**src/rtl/ss_salida_pkg.sv**
```systemverilog
// ----------------------------------------------------------------------------
// ss_salida_pkg
// Shared types and constants for the Booth multiplier output subsystem:
// conversion FSM states, product/BCD widths and the active-low 7-segment
// glyphs ({g,f,e,d,c,b,a}, common-anode display).
// ----------------------------------------------------------------------------
package ss_salida_pkg;

   localparam int PW         = 8;               // signed product width
   localparam int BCD_DIGITS = 3;               // |product| <= 128 -> 3 digits
   localparam int BCD_W      = 4 * BCD_DIGITS;

   typedef enum logic [1:0] {
      IDLE = 2'd0,
      CONV = 2'd1,
      LOAD = 2'd2
   } state_t;

   localparam logic [6:0] SEG_BLANK = 7'b1111111;
   localparam logic [6:0] SEG_MINUS = 7'b0111111;

   // Glyph table, entry n = digit n (entry 0 is the rightmost slice).
   localparam logic [9:0][6:0] SEG_GLYPH = {
      7'b0010000,   // 9
      7'b0000000,   // 8
      7'b1111000,   // 7
      7'b0000010,   // 6
      7'b0010010,   // 5
      7'b0011001,   // 4
      7'b0110000,   // 3
      7'b0100100,   // 2
      7'b1111001,   // 1
      7'b1000000    // 0
   };

endpackage

```
**src/rtl/ss_salida_hex7seg.sv**
```systemverilog
// ----------------------------------------------------------------------------
// hex7seg
// Combinational decimal digit -> active-low 7-segment decoder.
//   digit_i : BCD digit 0-9 (codes above 9 decode to blank)
//   blank_i : force the digit dark (leading-zero suppression)
//   seg_o   : segments {g,f,e,d,c,b,a}, active-low
// ----------------------------------------------------------------------------
module hex7seg
   import ss_salida_pkg::*;
(
   input  logic [3:0] digit_i,
   input  logic       blank_i,
   output logic [6:0] seg_o
);

   always_comb begin
      // NOTE: every output of a combinational block gets a default first, so
      // no path leaves it unassigned and no latch is inferred.
      seg_o = SEG_BLANK;
      if (!blank_i && (digit_i <= 4'd9)) begin
         seg_o = SEG_GLYPH[digit_i];
      end
   end

endmodule

```
**src/rtl/ss_salida.sv**
```systemverilog
// ----------------------------------------------------------------------------
// ss_salida
// Output end of the Booth multiplier datapath. Captures the signed product on
// a one-cycle valid strobe, converts |Y| to BCD with a sequential double-dabble
// engine (one shift per clock), then shows sign/hundreds/tens/units on a
// 4-digit multiplexed common-anode display with leading-zero blanking.
//   clk   : system clock
//   rst   : asynchronous active-high reset
//   Y     : signed product, sampled when valid=1 and the engine is idle
//   valid : one-cycle request strobe (ignored while busy)
//   busy  : capture/conversion in progress
//   done  : one-cycle pulse when the digit registers take a new value
//   an    : digit enables, active-low one-hot (an[0]=units, an[3]=sign)
//   seg   : segments {g,f,e,d,c,b,a}, active-low
// ----------------------------------------------------------------------------
module ss_salida
   import ss_salida_pkg::*;
#(
   parameter int REFRESH_DIV = 16   // cycles each digit stays lit, min 1
) (
   input  logic          clk,
   input  logic          rst,
   input  logic [PW-1:0] Y,
   input  logic          valid,
   output logic          busy,
   output logic          done,
   output logic [3:0]    an,
   output logic [6:0]    seg
);

   localparam int              CW       = $clog2(PW);
   localparam int              RW       = (REFRESH_DIV > 1) ? $clog2(REFRESH_DIV) : 1;
   localparam logic [RW-1:0]   REF_LAST = RW'(REFRESH_DIV - 1);
   localparam logic [CW-1:0]   BIT_LAST = CW'(PW - 1);

   // ---------------- conversion FSM ----------------
   state_t             state_q, state_d;
   logic               neg_q, neg_d;
   logic [PW-1:0]      mag_q, mag_d;
   logic [BCD_W-1:0]   bcd_q, bcd_d, bcd_adj;
   logic [CW-1:0]      bit_q, bit_d;
   logic               sign_q, sign_d;
   logic [3:0]         hund_q, hund_d, tens_q, tens_d, units_q, units_d;
   logic               done_q, done_d;

   always_ff @(posedge clk or posedge rst) begin
      if (rst) begin
         state_q <= IDLE;
         neg_q   <= 1'b0;
         mag_q   <= '0;
         bcd_q   <= '0;
         bit_q   <= '0;
         sign_q  <= 1'b0;
         hund_q  <= '0;
         tens_q  <= '0;
         units_q <= '0;
         done_q  <= 1'b0;
      end else begin
         // NOTE: state registers use non-blocking assignments so every flop
         // samples pre-edge values regardless of statement order.
         state_q <= state_d;
         neg_q   <= neg_d;
         mag_q   <= mag_d;
         bcd_q   <= bcd_d;
         bit_q   <= bit_d;
         sign_q  <= sign_d;
         hund_q  <= hund_d;
         tens_q  <= tens_d;
         units_q <= units_d;
         done_q  <= done_d;
      end
   end

   always_comb begin
      state_d = state_q;
      neg_d   = neg_q;
      mag_d   = mag_q;
      bcd_d   = bcd_q;
      bit_d   = bit_q;
      sign_d  = sign_q;
      hund_d  = hund_q;
      tens_d  = tens_q;
      units_d = units_q;
      done_d  = 1'b0;
      bcd_adj = bcd_q;

      unique case (state_q)
         IDLE: begin
            if (valid) begin
               neg_d   = Y[PW-1];
               // Two's-complement negate; -128 yields 8'h80 = 128 unsigned.
               mag_d   = Y[PW-1] ? (~Y + 1'b1) : Y;
               bcd_d   = '0;
               bit_d   = '0;
               state_d = CONV;
            end
         end
         CONV: begin
            // NOTE: blocking assignments inside always_comb let bcd_adj be
            // corrected nibble by nibble before the shift reads it.
            for (int i = 0; i < BCD_DIGITS; i++) begin
               if (bcd_adj[4*i +: 4] >= 4'd5) begin
                  bcd_adj[4*i +: 4] = bcd_adj[4*i +: 4] + 4'd3;
               end
            end
            {bcd_d, mag_d} = {bcd_adj, mag_q} << 1;
            bit_d = bit_q + 1'b1;
            if (bit_q == BIT_LAST) begin
               state_d = LOAD;
            end
         end
         LOAD: begin
            sign_d  = neg_q;
            hund_d  = bcd_q[11:8];
            tens_d  = bcd_q[7:4];
            units_d = bcd_q[3:0];
            done_d  = 1'b1;
            state_d = IDLE;
         end
         default: state_d = IDLE;
      endcase
   end

   assign busy = (state_q != IDLE);
   assign done = done_q;

   // ---------------- display scan ----------------
   logic [RW-1:0] ref_q;
   logic [1:0]    idx_q;
   logic [3:0]    digit_sel;
   logic          blank_sel;
   logic [6:0]    hex_seg;
   logic [6:0]    seg_d;
   logic [3:0]    an_q;
   logic [6:0]    seg_q;

   always_ff @(posedge clk or posedge rst) begin
      if (rst) begin
         ref_q <= '0;
         idx_q <= '0;
      end else if (ref_q == REF_LAST) begin
         ref_q <= '0;
         idx_q <= idx_q + 1'b1;   // 3 -> 0 wraps naturally
      end else begin
         ref_q <= ref_q + 1'b1;
      end
   end

   always_comb begin
      digit_sel = units_q;
      blank_sel = 1'b0;
      unique case (idx_q)
         2'd0: begin digit_sel = units_q; blank_sel = 1'b0;                          end
         2'd1: begin digit_sel = tens_q;  blank_sel = (hund_q == 4'd0) && (tens_q == 4'd0); end
         2'd2: begin digit_sel = hund_q;  blank_sel = (hund_q == 4'd0);               end
         2'd3: begin digit_sel = 4'd0;    blank_sel = 1'b1;                           end
         default: ;
      endcase
   end

   hex7seg u_hex7seg (
      .digit_i (digit_sel),
      .blank_i (blank_sel),
      .seg_o   (hex_seg)
   );

   // Sign slot bypasses the decoder: it only ever shows minus or nothing.
   assign seg_d = (idx_q == 2'd3) ? (sign_q ? SEG_MINUS : SEG_BLANK) : hex_seg;

   // Registering an/seg together keeps them switching on the same edge, so no
   // digit ever sees its neighbour's segments.
   always_ff @(posedge clk or posedge rst) begin
      if (rst) begin
         an_q  <= 4'b1110;
         seg_q <= SEG_GLYPH[0];
      end else begin
         an_q  <= ~(4'b0001 << idx_q);
         seg_q <= seg_d;
      end
   end

   assign an  = an_q;
   assign seg = seg_q;

endmodule
```
**config.mk**
```make
export PLATFORM = sky130hd
export DESIGN_NAME = ss_salida
export DESIGN_NICKNAME = d
export VERILOG_FILES = /design/src/rtl/ss_salida_pkg.sv /design/src/rtl/ss_salida_hex7seg.sv /design/src/rtl/ss_salida.sv
export SDC_FILE = /design/constraint.sdc
export NUM_CORES = 1
export LEC_CHECK = 0
export CAP_MARGIN = 20
export CORE_AREA = 8 8 94 96
export CTS_CLUSTER_DIAMETER = 100
export DETAILED_ROUTE_END_ITERATION = 10
export DIE_AREA = 0 0 102 104
export GPL_ROUTABILITY_DRIVEN = 1
export GPL_TIMING_DRIVEN = 0
export PLACE_DENSITY_LB_ADDON = 0.05
export SETUP_SLACK_MARGIN = 0.1
export SLEW_MARGIN = 20
export SYNTH_ARGS = -nofsm -noshare
export SYNTH_HDL_FRONTEND = slang
export SYNTH_SLANG_ARGS = --single-unit
```
**constraint.sdc**
```tcl
create_clock -name clk -period 2.2 [get_ports clk]
set_clock_uncertainty 0.1 [all_clocks]
set_input_delay 0.66 -clock clk [delete_from_list [all_inputs] [get_ports clk]]
set_output_delay 0.66 -clock clk [all_outputs]
set_load 0.01 [all_outputs]
```
; After elaboration in Yosys (flattened, before gate mapping)
; Memories as Yosys holds them, arrays and structs flattened.
; Cells that the tools add are included.
; Widths: inputs -> output; s select.
[op_classes]
addsub = 7
multipliers = 0
div_mod_pow = 0
n_lt_le_gt_ge = 5
n_eq_ne = 9
shift = 1
muxes = 21
bitwise_logic = 2
reduce_logical = 12
[op_table]
columns = cell, count
row1 = $mux 7, 4
row2 = $pmux 12 s2, 1
row3 = $mux 8, 2
row4 = $pmux 4 s4, 1
row5 = $pmux 8 s2, 1
row6 = $ge 4x3->1 const B, 3
row7 = $mux 12, 1
row8 = $mux 4, 3
row9 = $add 4x2->4 const B, 2
row10 = $add 8x1->8 const B, 1
row11 = $logic_not 4->1, 2
row12 = $not 8->8, 1
row13 = $eq 2x2->1 const B, 3
row14 = $mux 3, 2
row15 = $pmux 3 s2, 1
row16 = $reduce_and 2->1, 3
row17 = $lt 4x5->1 const B, 1
row18 = $add 4x1->4 const B, 1
row19 = $eq 2x1->1 const B, 2
row20 = $eq 4x4->1 const B, 1
row21 = $le 4x4->1 const B, 1
row22 = $logic_not 2->1, 2
row23 = $mux 2, 2
row24 = $ne 2x2->1 const B, 2
row25 = other kinds (12), 14
[word_totals]
register_bits = 57
latchBits = 0
ram_bits = 0
rom_bits = 112
input_bits = 11
word_cells = 72
mem_count = 1
[memory_table]
columns = name, depth, width, read_ports, rd_clocked_by_memory_dff, write_ports, line_no
row1 = (name not given), 16, 7, 1, 0, 0, ss_salida_hex7seg.sv:21  ; seg_o = SEG_GLYPH[digit_i];

; Longest topological paths before layout
[logic_depth]
ltp_word = 7
ltp_mapped = 10
depth_no_buf = 9

; Cells and area by module
; From an unflattened synthesis, not the netlist that was laid out.
[unflattened]
hier_cells = 263
area_unflattened_um2 = 2855.2
[modules_own_cells]
columns = mod, n_inst, cells_each, area_per_inst_um2, seq_area_each_um2
row1 = ss_salida, 1, 234, 2645.0, 1431.4
row2 = hex7seg, 1, 29, 210.2, 0.0

; Worst setup path before layout
; OpenSTA, ideal clock, no wires.
[synth_timing]
path_kind = reg2reg
from = reg idx_q[0]
to = reg seg_q[6] (netlist: seg[6])
arrival_time_ps = 2017
t_required_ps = 2024
path_slack_ps = 7
stages_incl_launch_ff = 10
path_buffers = 0
period_less_slack_ps = 2193
path_cell_list = dfrtp_1 -> inv_1 -> ha_1 -> a22oi_1 -> o21ai_0 -> inv_1 -> ha_1 -> o221ai_1 -> a22oi_2 -> a22oi_2
[synth_between]
elab_chain_len = 6
word_cells_on_any_way = 13
cone_classes = order compare: 1 / eq/ne: 3 / mux: 5 / reduce/logical: 3 / memory: 1
[synth_lines]
columns = element, line_no
row1 = start: declaration, ss_salida.sv:129  ; logic [1:0] idx_q;
row2 = start signal: assignment, ss_salida.sv:143  ; idx_q <= idx_q + 1'b1;
row3 = $eq 2x2->1 (tied with other cells), "ss_salida.sv:152, ss_salida.sv:168"
row4 = $pmux 4 s4 or $pmux 1 s4 (tied branches), ss_salida.sv:152  ; unique case (idx_q)
row5 = $mem_v2 16x7 (tied with other cells), -
row6 = $mux 7 (not written as such) or $logic_and 1x1->1 (tied branches), "ss_salida_hex7seg.sv:21, ss_salida_hex7seg.sv:20"
row7 = $mux 7, ss_salida_hex7seg.sv:20  ; if (!blank_i && (digit_i <= 4'd9)) begin
row8 = $mux 7 (*), ss_salida.sv:168  ; assign seg_d = (idx_q == 2'd3) ? (sign_q ? SEG_MINUS : SEG_BLANK) : hex_seg;
row9 = net seg_d[6], ss_salida.sv:133  ; logic [6:0] seg_d;
row10 = end signal: assignment, ss_salida.sv:175  ; seg_q <= SEG_GLYPH[0];
row11 = end signal: assignment, ss_salida.sv:178  ; seg_q <= seg_d;
row12 = end: declaration, ss_salida.sv:135  ; logic [6:0] seg_q;
; The timed path passes the listed nets; every way through them passes the cells marked *. The select of a mux whose other input is x is not followed.
; A chain may end at the register's enable or synchronous reset.

; Final worst setup path
[layout_timing]
from = reg idx_q[0]
to = reg seg_q[4] (netlist: seg[4])
; The elaborated chain is that of the path after synthesis.

==> reports/metrics.cfg <==
[synthesis]
synth_compound_area_share_pct=17.1
ys_types=45
yosysSeqAreaShare_pct=50.6
ys.flop_type=dfrtp_1
syn_nets=308
synth-adder-area-share_pct=9.29
syn_avg_cell_area_sq_um=10.2
async_flop_share_pct=100
synth-xor-area-share_pct=3.72
synth-edff-count=0
syn_area_sq_um=2830
synth-simple-area-share_pct=12.5
netlist_instances=276
synth_top_family_by_area=compound AO/OA/AOI/OAI gates
synthMuxAreaShare_pct=2.26
synth_warnings=0
ys_ff_latch=57

[global_routing]
antenna_found_initial=0
grt_pass1_wl_um=10200
overflow=0
grt.total_usage_pct=12.1
grt_max_degree=32
grt_pass1_vias=2174

[timing]
fmax_mhz=486
relSlewSlack_pct=47.5
finalHoldViolations=0
slew_violations=0
fin_crit_sh_pct=93.5
setup-violations-final=0
tightestPinTransition_ps=785
setup_ws_ps=143
whs_ps=385
rsz0062_at_grt=true
min_period_ps=2060

[run]
maxCapViolations=0

[clocking]
clock_insertion_delay_worst_skew_ps=330
postCtsHoldBufs=0
cts_made_buffers=9
clock_sink_count=57
root_buffer=clkbuf_8
h-tree-depth=3
clkTransAtPathRegs_ps=70
tritoncts=yes
cts_buffer_depth=2

[setup_path]
reg2reg_slack_ps=140
required_ps=2290
startpoint_type=flip-flop
critPathMaxFanout=7
cp_data_arrival_time_ps=2150
crit_type=reg2reg
critPathCapture=seg[4]
reg2reg_depth=9
r2r-start=idx_q[0]
r2r_end=seg[4]
cp-end-kind=flip-flop
critPathLaunch=idx_q[0]

[finish]
area_growth_pct=28.4
stdcell_count=429
layout-drive-gt1-share_pct=22.6
antenna_cells=0
n_fill_cell=732
num-nets-final=354
fin_area_sq_um=3630

[power]
switching_share_pct=34.7
seq_power_share_pct=45.0
pwr-share-clk_pct=25.9
total_power_w=0.00359
internal-power_w=0.00235
p_per_area_nw_per_um2=989
combPwrFrac_pct=29.1
power_leakage_nw=1.59
switchingPower_w=0.00125
ir_drop_mv=0.396

[placement]
placed_cell_area_sq_um=3200
place_congestion=0.711
place_inst=401
dpl_worst_slack_ps=-272
numPortBuffers=22
dpl.hpwl_um=4160

[detailed_routing]
vias=2098
drt-pass1-iter-count=4
avgViaCountPerCell=4.89
drt_iter0_markers=46
drcViolationCount=0
detail-route-antenna-nets=0
routedWlPerCell_um=13.8
wl_um=5930

[die]
core_sq_um=7450
dieArea_sq_um=10600
die_w_um=102
initial_core_util_pct=38.0
rows=32
top_level_ports=24
fp.dieH_um=104

[min_path]
hold_class=reg2reg

[status]
status=complete, no violations

-- sequential cells by signal (all words and copies together), names as in the netlist --
signal and flops:
neg_q 1, seg 7, an 4, ref_q 4
bcd_q 12, done 1, bit_q 3, tens_q 4
sign_q 1, hund_q 4, mag_q 8, state_q 2
units_q 4, idx_q 2
-- cells in the mapped netlist (all sizes together) (4+ instances only) --
library cell | instances | area share (%)
dfrtp | 53 | 47
nand2 | 47 | 6.2
o21ai | 30 | 5.3
ha | 21 | 9.3
inv | 19 | 2.5
a22oi | 9 | 2.7
clkbuf | 7 | 0.93
xor2 | 7 | 2.2
a21oi | 6 | 1.1
nand2b | 6 | 1.3
nor2 | 5 | 0.66
or2 | 5 | 1.1
xnor2 | 5 | 1.5
buf | 4 | 1.0
dfstp | 4 | 3.7
nand3 | 4 | 0.71
o31ai | 4 | 1.1
o32ai | 4 | 1.2
-- cell usage in the layout (no fill, tap or decap), types with 7 or more instances in the layout --
cell type / count
nand2_1: 45
o21ai_0: 24
clkbuf_8: 12
ha_1: 15
dfrtp_1: 51
inv_1: 12
buf_4: 12
clkdlybuf4s50_1: 15
xor2_1: 7
-- worst min path at each step --
stage	startpoint	end	slack, ps	cells after the start
floorplan	sign_q	seg[6]	310	1
global placement	ref_q[0]	ref_q[0]	370	1
detailed placement	ref_q[0]	ref_q[0]	370	1
CTS	ref_q[0]	ref_q[0]	390	1
global route	sign_q	seg[6]	420	1
finish	sign_q	seg[6]	390	1
-- critical path: stages (launching register included) --
cell and delay [ps]:
dfrtp_2 430, inv_4 70, ha_4 180, a22oi_2 230, o21ai_4 80, inv_2 100, ha_4 150, o221ai_2 100
a22oi_2 310, o211ai_1 160
-- stage by stage --
stage | util, % | TNS [ps]
CTS | 47.7 | 0
detailed placement | 43.0 | -1760
global route | 48.8 | 0
finish | 48.8 | 0
floorplan | - | 0
global placement | 42.7 | -1720
-- routing by layer --
layer	routed length, um	GRT usage (%)	vias to the layer above
li1	-	-	1049
met1	2650	14.0	1004
met2	2950	20.2	40
met3	264	3.28	5
met4	61	5.35	0
met5	0	0	-
-- timing repair --
item	CTS	global route
resized for setup	37	15
setup endpoints to repair	13	9
setup buffers	7	5
pin swaps	7	4
-- logic make-up after synthesis --
family,Yosys count
AND/OR/NAND/NOR,77
adder cells (fa/ha/maj),21
AO/OA/AOI/OAI,72
buffers and inverters,31
multiplexers,6
flip-flops,57
XOR/XNOR,12
-- power by group through the flow --
stage	Clock [W]	Sequential (W)	Combinational, W
CTS	0.000957	0.00162	0.00107
global placement	0	0.00162	0.00105
detailed placement	0	0.00163	0.00107
finish	0.000931	0.00162	0.00105
floorplan	0	0.00155	0.000809
global route	0.00101	0.00166	0.00121
-- layout make-up --
class / count / area [sq um] / area share (%)
timing repair buffer: 35 / 325 / 8.96
clock buffer: 12 / 165 / 4.55
sequential: 57 / 1430 / 39.5
buffer: 11 / 73.8 / 2.03
inverter: 20 / 83.8 / 2.31
clock inverter: 4 / 26.3 / 0.723
multi-input combinational: 188 / 1400 / 38.4
tap: 102 / 128 / 3.51
No activity file was read; power rests on OpenSTA's default activity.
